==> config.mk <==
export PLATFORM = sky130hd
export DESIGN_NAME = multi_param
export DESIGN_NICKNAME = d
export VERILOG_FILES = /design/src/rtl/multi_param_pkg.sv /design/src/rtl/multi_param_absval.sv /design/src/rtl/multi_param.sv
export SDC_FILE = /design/constraint.sdc
export NUM_CORES = 1
export LEC_CHECK = 0
export ABC_AREA = 0
export CAP_MARGIN = 40
export CORE_MARGIN = 5
export CORE_UTILIZATION = 50
export DETAILED_ROUTE_END_ITERATION = 8
export GPL_ROUTABILITY_DRIVEN = 1
export PLACE_DENSITY = 0.73
export REMOVE_ABC_BUFFERS = 1
export SETUP_SLACK_MARGIN = 0.05
export SLEW_MARGIN = 20
export SYNTH_ARGS = -nofsm -noshare
export SYNTH_HDL_FRONTEND = slang
export SYNTH_SLANG_ARGS = --single-unit
==> constraint.sdc <==
create_clock -name clock_i -period 8.8 [get_ports clock_i]
set_input_delay 0.88 -clock clock_i [delete_from_list [all_inputs] [get_ports clock_i]]
set_output_delay 0.88 -clock clock_i [all_outputs]
set_load 0.01 [all_outputs]
==> src/rtl/multi_param_pkg.sv <==
// Shared types and constants for the multi_param shift-add multiplier.
package multi_param_pkg;

    typedef enum logic [1:0] {
        IDLE = 2'd0,
        CALC = 2'd1,
        DONE = 2'd2
    } state_e;

    localparam int DEFAULT_WIDTH = 32;

    // Counter must reach WIDTH itself, hence WIDTH+1 states.
    function automatic int cnt_width(input int width);
        return $clog2(width + 1);
    endfunction

endpackage

==> src/rtl/multi_param_absval.sv <==
// Magnitude/sign split of one operand; the most negative value maps to 2^(WIDTH-1).
module multi_param_absval
    import multi_param_pkg::*;
#(
    parameter int WIDTH = DEFAULT_WIDTH
) (
    input  logic [WIDTH-1:0] value_i,
    input  logic             sgn_i,
    output logic [WIDTH-1:0] mag_o,
    output logic             neg_o
);

    assign neg_o = sgn_i & value_i[WIDTH-1];
    assign mag_o = neg_o ? (~value_i + WIDTH'(1)) : value_i;

endmodule

==> src/rtl/multi_param.sv <==
// Sequential signed/unsigned shift-add multiplier, one multiplier bit per cycle.
// Define MULTI_PARAM_EARLY_TERM_EN to finish as soon as the remaining multiplier is zero.
//
// state | meaning
// IDLE  | waiting for a start edge
// CALC  | one multiplier bit accumulated per cycle
// DONE  | result published, valid high for this one cycle
module multi_param
    import multi_param_pkg::*;
#(
    parameter int WIDTH = DEFAULT_WIDTH
) (
    input  logic               clock_i,
    input  logic               reset_i,
    input  logic               start_i,
    input  logic [WIDTH-1:0]   mlier_i,
    input  logic [WIDTH-1:0]   mcand_i,
    input  logic               sgn_i,
    output logic [2*WIDTH-1:0] prodt_o,
    output logic               valid_o,
    output logic               busy_o
);

    localparam int CW = cnt_width(WIDTH);
    localparam int PW = 2 * WIDTH;

    state_e           state_q, state_d;
    logic             start_q;
    logic [WIDTH-1:0] mr_q, mr_d;
    logic [WIDTH-1:0] mc_q, mc_d;
    logic [PW-1:0]    acc_q, acc_d;
    logic [PW-1:0]    prodt_q, prodt_d;
    logic [CW-1:0]    cnt_q, cnt_d;
    logic             sign_q, sign_d;
    logic             valid_q, valid_d;

    logic [WIDTH-1:0] mlier_mag, mcand_mag;
    logic             mlier_neg, mcand_neg;
    logic             start_edge;
    logic             calc_last;

    multi_param_absval #(.WIDTH(WIDTH)) u_abs_mlier (
        .value_i (mlier_i),
        .sgn_i   (sgn_i),
        .mag_o   (mlier_mag),
        .neg_o   (mlier_neg)
    );

    multi_param_absval #(.WIDTH(WIDTH)) u_abs_mcand (
        .value_i (mcand_i),
        .sgn_i   (sgn_i),
        .mag_o   (mcand_mag),
        .neg_o   (mcand_neg)
    );

    assign start_edge = start_i & ~start_q;

`ifdef MULTI_PARAM_EARLY_TERM_EN
    assign calc_last = (cnt_q == CW'(WIDTH)) || (mr_q == '0);
`else
    assign calc_last = (cnt_q == CW'(WIDTH));
`endif

    always_comb begin
        state_d = state_q;
        mr_d    = mr_q;
        mc_d    = mc_q;
        acc_d   = acc_q;
        prodt_d = prodt_q;
        cnt_d   = cnt_q;
        sign_d  = sign_q;
        valid_d = 1'b0;
        case (state_q)
            IDLE: begin
                if (start_edge) begin
                    state_d = CALC;
                    mr_d    = mlier_mag;
                    mc_d    = mcand_mag;
                    sign_d  = mlier_neg ^ mcand_neg;
                    acc_d   = '0;
                    cnt_d   = '0;
                end
            end
            CALC: begin
                if (calc_last) begin
                    state_d = DONE;
                    prodt_d = (sign_q && acc_q != '0) ? -acc_q : acc_q;
                    valid_d = 1'b1;
                end else begin
                    if (mr_q[0]) begin
                        acc_d = acc_q + (PW'(mc_q) << cnt_q);
                    end
                    mr_d  = mr_q >> 1;
                    cnt_d = cnt_q + CW'(1);
                end
            end
            DONE: begin
                state_d = IDLE;
            end
            default: begin
                state_d = IDLE;
            end
        endcase
    end

    always_ff @(posedge clock_i or posedge reset_i) begin
        if (reset_i) begin
            state_q <= IDLE;
            start_q <= 1'b0;
            mr_q    <= '0;
            mc_q    <= '0;
            acc_q   <= '0;
            prodt_q <= '0;
            cnt_q   <= '0;
            sign_q  <= 1'b0;
            valid_q <= 1'b0;
        end else begin
            state_q <= state_d;
            start_q <= start_i;
            mr_q    <= mr_d;
            mc_q    <= mc_d;
            acc_q   <= acc_d;
            prodt_q <= prodt_d;
            cnt_q   <= cnt_d;
            sign_q  <= sign_d;
            valid_q <= valid_d;
        end
    end

    assign prodt_o = prodt_q;
    assign valid_o = valid_q;
    assign busy_o  = (state_q != IDLE);

endmodule

## Word level (Yosys, flattened, before mapping)

Cells that the tools add are included.

| word-level totals | value |
|---|---|
| output and inout bits | 66 |
| bits of input ports | 68 |
| register bits after elaboration | 203 |

| operators by class | value |
|---|---|
| equality and inequality tests | 6 |
| muxes and demuxes | 18 |
| shifts and indexed selects | 1 |
| add/sub/neg operators | 5 |
| bitwise logic cells | 7 |
| reduce and logical (&&, ||, !) cells | 10 |

Operators with widths:

| cell | number |
|---|---|
| $mux W64 | 4 |
| $mux W32 | 4 |
| $pmux W64 S2 | 1 |
| $add A32 B1 Y32 const B | 2 |
| $add A64 B64 Y64 | 1 |
| $neg A64 Y64 | 1 |
| $not A32 Y32 | 2 |
| $pmux W32 S2 | 1 |
| $reduce_bool A64 Y1 | 1 |
| $shl A32 B6 Y64 | 1 |
| $mux W6 | 2 |
| $pmux W6 S2 | 1 |
| $ne A2 B2 Y1 const B | 4 |
| $add A6 B1 Y6 const B | 1 |
| $eq A6 B6 Y1 const B | 1 |
| $reduce_and A2 Y1 | 3 |
| $mux W2 | 2 |
| $pmux W2 S2 | 1 |
| $reduce_and A4 Y1 | 1 |
| $reduce_bool A2 Y1 | 2 |
| $and A1 B1 Y1 | 3 |
| $reduce_and A3 Y1 | 1 |
| $eq A2 B1 Y1 const B | 1 |
| $logic_not A2 Y1 | 1 |
| 4 further kinds | 5 |

## Logic depth before layout (Yosys ltp)

| depth | value |
|---|---|
| depth after elaboration | 5 |
| mapped depth | 24 |
| mapped depth without buffers | 20 |

## By module

From an unflattened synthesis, not the netlist that was laid out.

| unflattened totals | value |
|---|---|
| cell total of the unflattened synthesis | 2,033 |
| area total of the unflattened synthesis | 16,395.7 um^2 |

By module, submodules not included:

| module | times used | seq. area each (um^2) | area each (um^2) | cells each |
|---|---|---|---|---|
| multi_param | 1 | 5,079.9 | 14,981.9 | 1,821 |
| multi_param_absval | 2 | 0.0 | 706.9 | 106 |

## Worst setup path before layout

OpenSTA, ideal clock, no wires.

| timing | value |
|---|---|
| path kind | reg2reg |
| from | reg cnt_q[1] |
| to | reg acc_q[60] |
| cell stages (with the launch flop) | 23 |
| required time | 8.667 ns |
| arrival | 5.006 ns |
| setup slack | 3.661 ns |
| clock period less this slack | 5.139 ns |
| path buffers | 5 |
| path through | dfrtp_1 -> buf_2 -> buf_2 -> buf_1 -> clkbuf_1 -> mux2i_1 -> nand2_1 -> o21ai_0 -> nand2_1 -> o21ai_0 -> nor2_1 -> a21oi_1 -> o22ai_1 -> ha_1 -> clkbuf_1 -> and4_1 -> nand3_1 -> or2_2 -> o41ai_1 -> a41oi_1 -> o31ai_1 -> xnor2_1 -> o21ai_0 |

| on the way | value |
|---|---|
| word-level cells in the longest chain between the ends | 5 |

Ends and longest elaborated chain:

| item | line | text |
|---|---|---|
| from (decl) | multi_param.sv:33 | `logic [CW-1:0] cnt_q, cnt_d;` |
| from (signal assigned) | multi_param.sv:124 | `cnt_q <= cnt_d;` |
| $shl A32 B6 Y64 | multi_param.sv:91 | `acc_d = acc_q + (PW'(mc_q) << cnt_q);` |
| $add A64 B64 Y64 | multi_param.sv:91 |  |
| $mux W64 | multi_param.sv:90 | `if (mr_q[0]) begin` |
| $mux W64 | multi_param.sv:85 | `if (calc_last) begin` |
| $pmux W64 S2 | multi_param.sv:73 | `case (state_q)` |
| to (signal assigned) | multi_param.sv:112 | `acc_q <= '0;` |
| to (signal assigned) | multi_param.sv:122 | `acc_q <= acc_d;` |
| to (decl) | multi_param.sv:31 | `logic [PW-1:0] acc_q, acc_d;` |

Parallel ways exist; a longest one is shown, timed or not. The select of a mux whose other input is x is not followed.
A chain may end at the register's enable or synchronous reset.

## Worst setup path after layout

| timing | value |
|---|---|
| from | reg cnt_q[2] |
| to | reg acc_q[56] |

Same word-level chain as after synthesis.

==> flow_summary_export.csv <==
group,metric,value,unit
final_layout,mostFrequentLayoutCells,"nand2_1, o21ai_0, dfrtp_1, a21oi_1, nor2_1",
pwr,power_density,429.5,nW/µm²
worst_hold_path,holdCritPathClass,"reg -> reg",
drt,vias,15080,
synth,syn_inst,2049,
worst_setup_path,reg2reg_from,"cnt_q[2]",
timing,finalCriticalPeriod,6.291,ns
clocking,cts_tree,"built",
worst_setup_path,r2r_end,"acc_q[56]",
timing,hold_viol,0,
drt,drt-initial-drc-count,1261,
grt,grt_antenna_before_repair,0,
worst_setup_path,crit_path_end_kind,"flip-flop",
timing,fin_ws,2.509,ns
worst_setup_path,slowest_stage,"dfrtp_1",
clocking,clockBufferDepth,3,
placed_design,place_congestion,0.9624,
synth,synth_edf_count,0,
clocking,htreeDepth,1,
worst_setup_path,path_class,"reg -> reg",
clocking,cts_made_buffers,24,
final_layout,layout-drive-gt1-share,5.666,%
timing,rsz0062_at_grt,"no",
worst_setup_path,cp.required,9.17,ns
timing,fin_tns_setup,0,ns
worst_setup_path,arrival,6.66,ns
timing,fin_skew,0.03063,ns
synth,ys_seq_area_share,31.43,%
drt,final_antenna_net_count,0,
run_status,status,"completed",
timing,fin_crit_sh,71.49,%
synth,synth_warnings,0,
pwr,power.leakage,7.950,nW
drt,avgRoutedWirePerCell,18.57,µm
floorplan,initial_core_util,50.95,%
timing,maxSlewViolCount,0,
timing,max-slew-margin-rel,41.84,%
placed_design,portBuffers,133,
timing,clock.fmax,0.1590,GHz
drt,met2_length,21.44,mm
worst_setup_path,ff2ff_path_depth,18,
clocking,ctsHoldBuffers,0,
timing,tightest_slew,0.8692,ns
run,maxCapViolations,0,
drt,viasPerCell,5.982,
drt,wl_met1,21.49,mm
synth,synth_cell_types,75,
floorplan,io_pins,134,
floorplan,die_h,189.8,µm
worst_setup_path,timing.critical_path.mode_cell,"a21oi_1",
drt,drc,0,
placed_design,dp_hpwl,36.05,mm
worst_setup_path,r2r_slack,2.51,ns
drt,dr.pass1.iters,6,
floorplan,die_area,36020,µm²
drt,totalWireLength,46.80,mm
worst_setup_path,critPathMaxStageDelay,0.87,ns
synth,synth.largest_area_cell,"dfrtp_1",
synth,yosys_register_bits,203,
clocking,clock_latency,0.54,ns
worst_setup_path,worstSetupStartpointType,"flip-flop",
clocking,postCtsSetupRepairBufs,0,
synth,async_flop_share,100.0,%
drt,dr_wl_met3,2.667,mm
synth,synth_top_area_share,31.43,%
clocking,root_buffer,"clkbuf_16",
synth,ys_top_cells_by_area,"dfrtp_1, nand2_1, o21ai_0",
worst_hold_path,min_path_cells,2,
synth,synth.avg_cell_area,7.888,µm²
floorplan,core.rowCount,65,
worst_hold_path,hold_end,"prodt_o[45]",
grt,track_usage,25.59,%
floorplan,core,31720,µm²
final_layout,nNetsFinal,2238,
timing,finalSetupViolCount,0,
final_layout,diodes,0,
floorplan,die_w,189.8,µm
worst_setup_path,worstPathMaxFanout,25,
clocking,cts_sinks,203,
pwr,ir_worst_vdd,207.3,µV
synth,ys_dominant_reg_cell,"dfrtp_1",
final_layout,layout_commonest_cell,"nand2_1",
grt,grt_max_degree,104,
clocking,cts_resized,0,
synth,synthesis.area,16160,µm²
grt,grt_pass1_wl,76.45,mm
clocking,clkTransAtPathRegs,0.06,ns
final_layout,area_growth,14.92,%
worst_setup_path,crit_chain,"clkinv_1 -> buf_4 -> mux4_2 -> o22ai_1 -> a21oi_1 -> nor2_1 -> ha_1 -> a21oi_1 -> nand2b_1 -> o311ai_0 -> a21oi_1 -> a211oi_1 -> o41ai_1 -> clkdlybuf4s15_2 -> a41oi_1 -> o21bai_1 -> xnor2_1 -> o21ai_0",
placed_design,place_ws,2.685,ns
grt,grt_overflow_total,0,
worst_hold_path,hp-start,"prodt_o[45]",
grt,grt_pass1_vias,14210,
drt,highest_layer,"met4",
-- metrics by stage --
stage	cell area (µm²)	power [W]	utilization (%)	hold WS, ns	std cells
final	18570	0.007978	58.56	0.4733	2520
after global routing	18570	0.008646	58.56	0.5035	2520
after CTS	18550	0.007939	58.49	0.4813	2519
after detailed placement	17770	0.006931	56.03	0.4690	2476
after global placement	17610	0.006823	55.53	0.4614	2468
after floorplan	15640	0.005317	-	0.4447	1918
-- cells by family (layout without fill, tap and decap cells) --
| kind of cell | after synthesis | after routing | share of synthesized area (%) |
|---|---|---|---|
| simple gates | 698 | 698 | 19.75 |
| compound gates | 655 | 655 | 24.19 |
| flops | 203 | 203 | 31.43 |
| xor+xnor | 178 | 178 | 9.646 |
| buf+inv | 167 | 236 | 4.095 |
| mux | 79 | 79 | 5.497 |
| fa+ha+maj | 69 | 69 | 5.388 |
-- registers in the layout, summed over array words and instances (netlist names) --
name,flops
prodt_o,64
mc_q,32
cnt_q,6
acc_q,64
start_q,1
state_q,2
valid_o,1
sign_q,1
mr_q,32
-- worst max-delay path, delay by kind of cell (launching register included) --
family / cells / cell delay, ns
buf+inv: 3 / 1.22
flops: 1 / 0.87
simple gates: 2 / 0.34
xor+xnor: 1 / 0.15
mux: 1 / 0.49
compound gates: 10 / 2.66
fa+ha+maj: 1 / 0.37
-- cell usage after synthesis, types with 5 or more instances --
master / n
a211oi_1: 6
a21o_1: 39
a21oi_1: 149
a22o_1: 12
a31oi_1: 17
and2_1: 31
and3_1: 12
buf_1: 13
clkbuf_1: 110
dfrtp_1: 203
ha_1: 68
inv_1: 33
mux2_2: 18
mux2i_1: 55
mux4_2: 6
nand2_1: 336
nand2b_1: 14
nand3_1: 28
nand3b_1: 7
nand4_1: 27
nor2_1: 142
nor2b_1: 10
nor3_1: 34
nor3b_1: 5
nor4_1: 17
o21a_1: 6
o21ai_0: 251
o21ai_1: 50
o21bai_1: 15
o22ai_1: 18
o31ai_1: 25
o41ai_1: 15
o41ai_2: 7
or2_2: 9
or3_1: 11
xnor2_1: 83
xor2_1: 95
-- how the worst max path moves through the flow --
stage               startpoint   endpoint  slack (ns)
floorplan           state_q[1]  acc_q[63]       -0.43
global placement      cnt_q[0]  acc_q[60]        2.44
detailed placement    cnt_q[2]  acc_q[56]        2.69
CTS                   cnt_q[2]  acc_q[56]        2.64
global route          cnt_q[2]  acc_q[60]        2.19
finish                cnt_q[2]  acc_q[56]        2.51
-- final cells by class --
class | count | area, µm²
sequential | 203 | 5081
fill | 2943 | 13150
clock inverter | 6 | 72.57
inverter | 36 | 142.6
timing repair buffer | 157 | 1615
clock buffer | 37 | 709.4
tap | 402 | 503.0
multi-input combinational | 1679 | 10450
-- metal layers --
| metal | vias to the layer above | global-route usage, % |
|---|---|---|
| met1 | 7110 | 36.74 |
| met4 | 0 | 6.233 |
| li1 | 7415 | - |
| met2 | 469 | 41.63 |
| met3 | 81 | 2.917 |
| met5 | - | 0 |
-- where the power goes --
group | internal [W] | switching, W
clock network | 0.000583 | 0.000397
registers | 0.00132 | 0.000413
logic | 0.00206 | 0.00320
No activity file was read; power rests on OpenSTA's default activity.
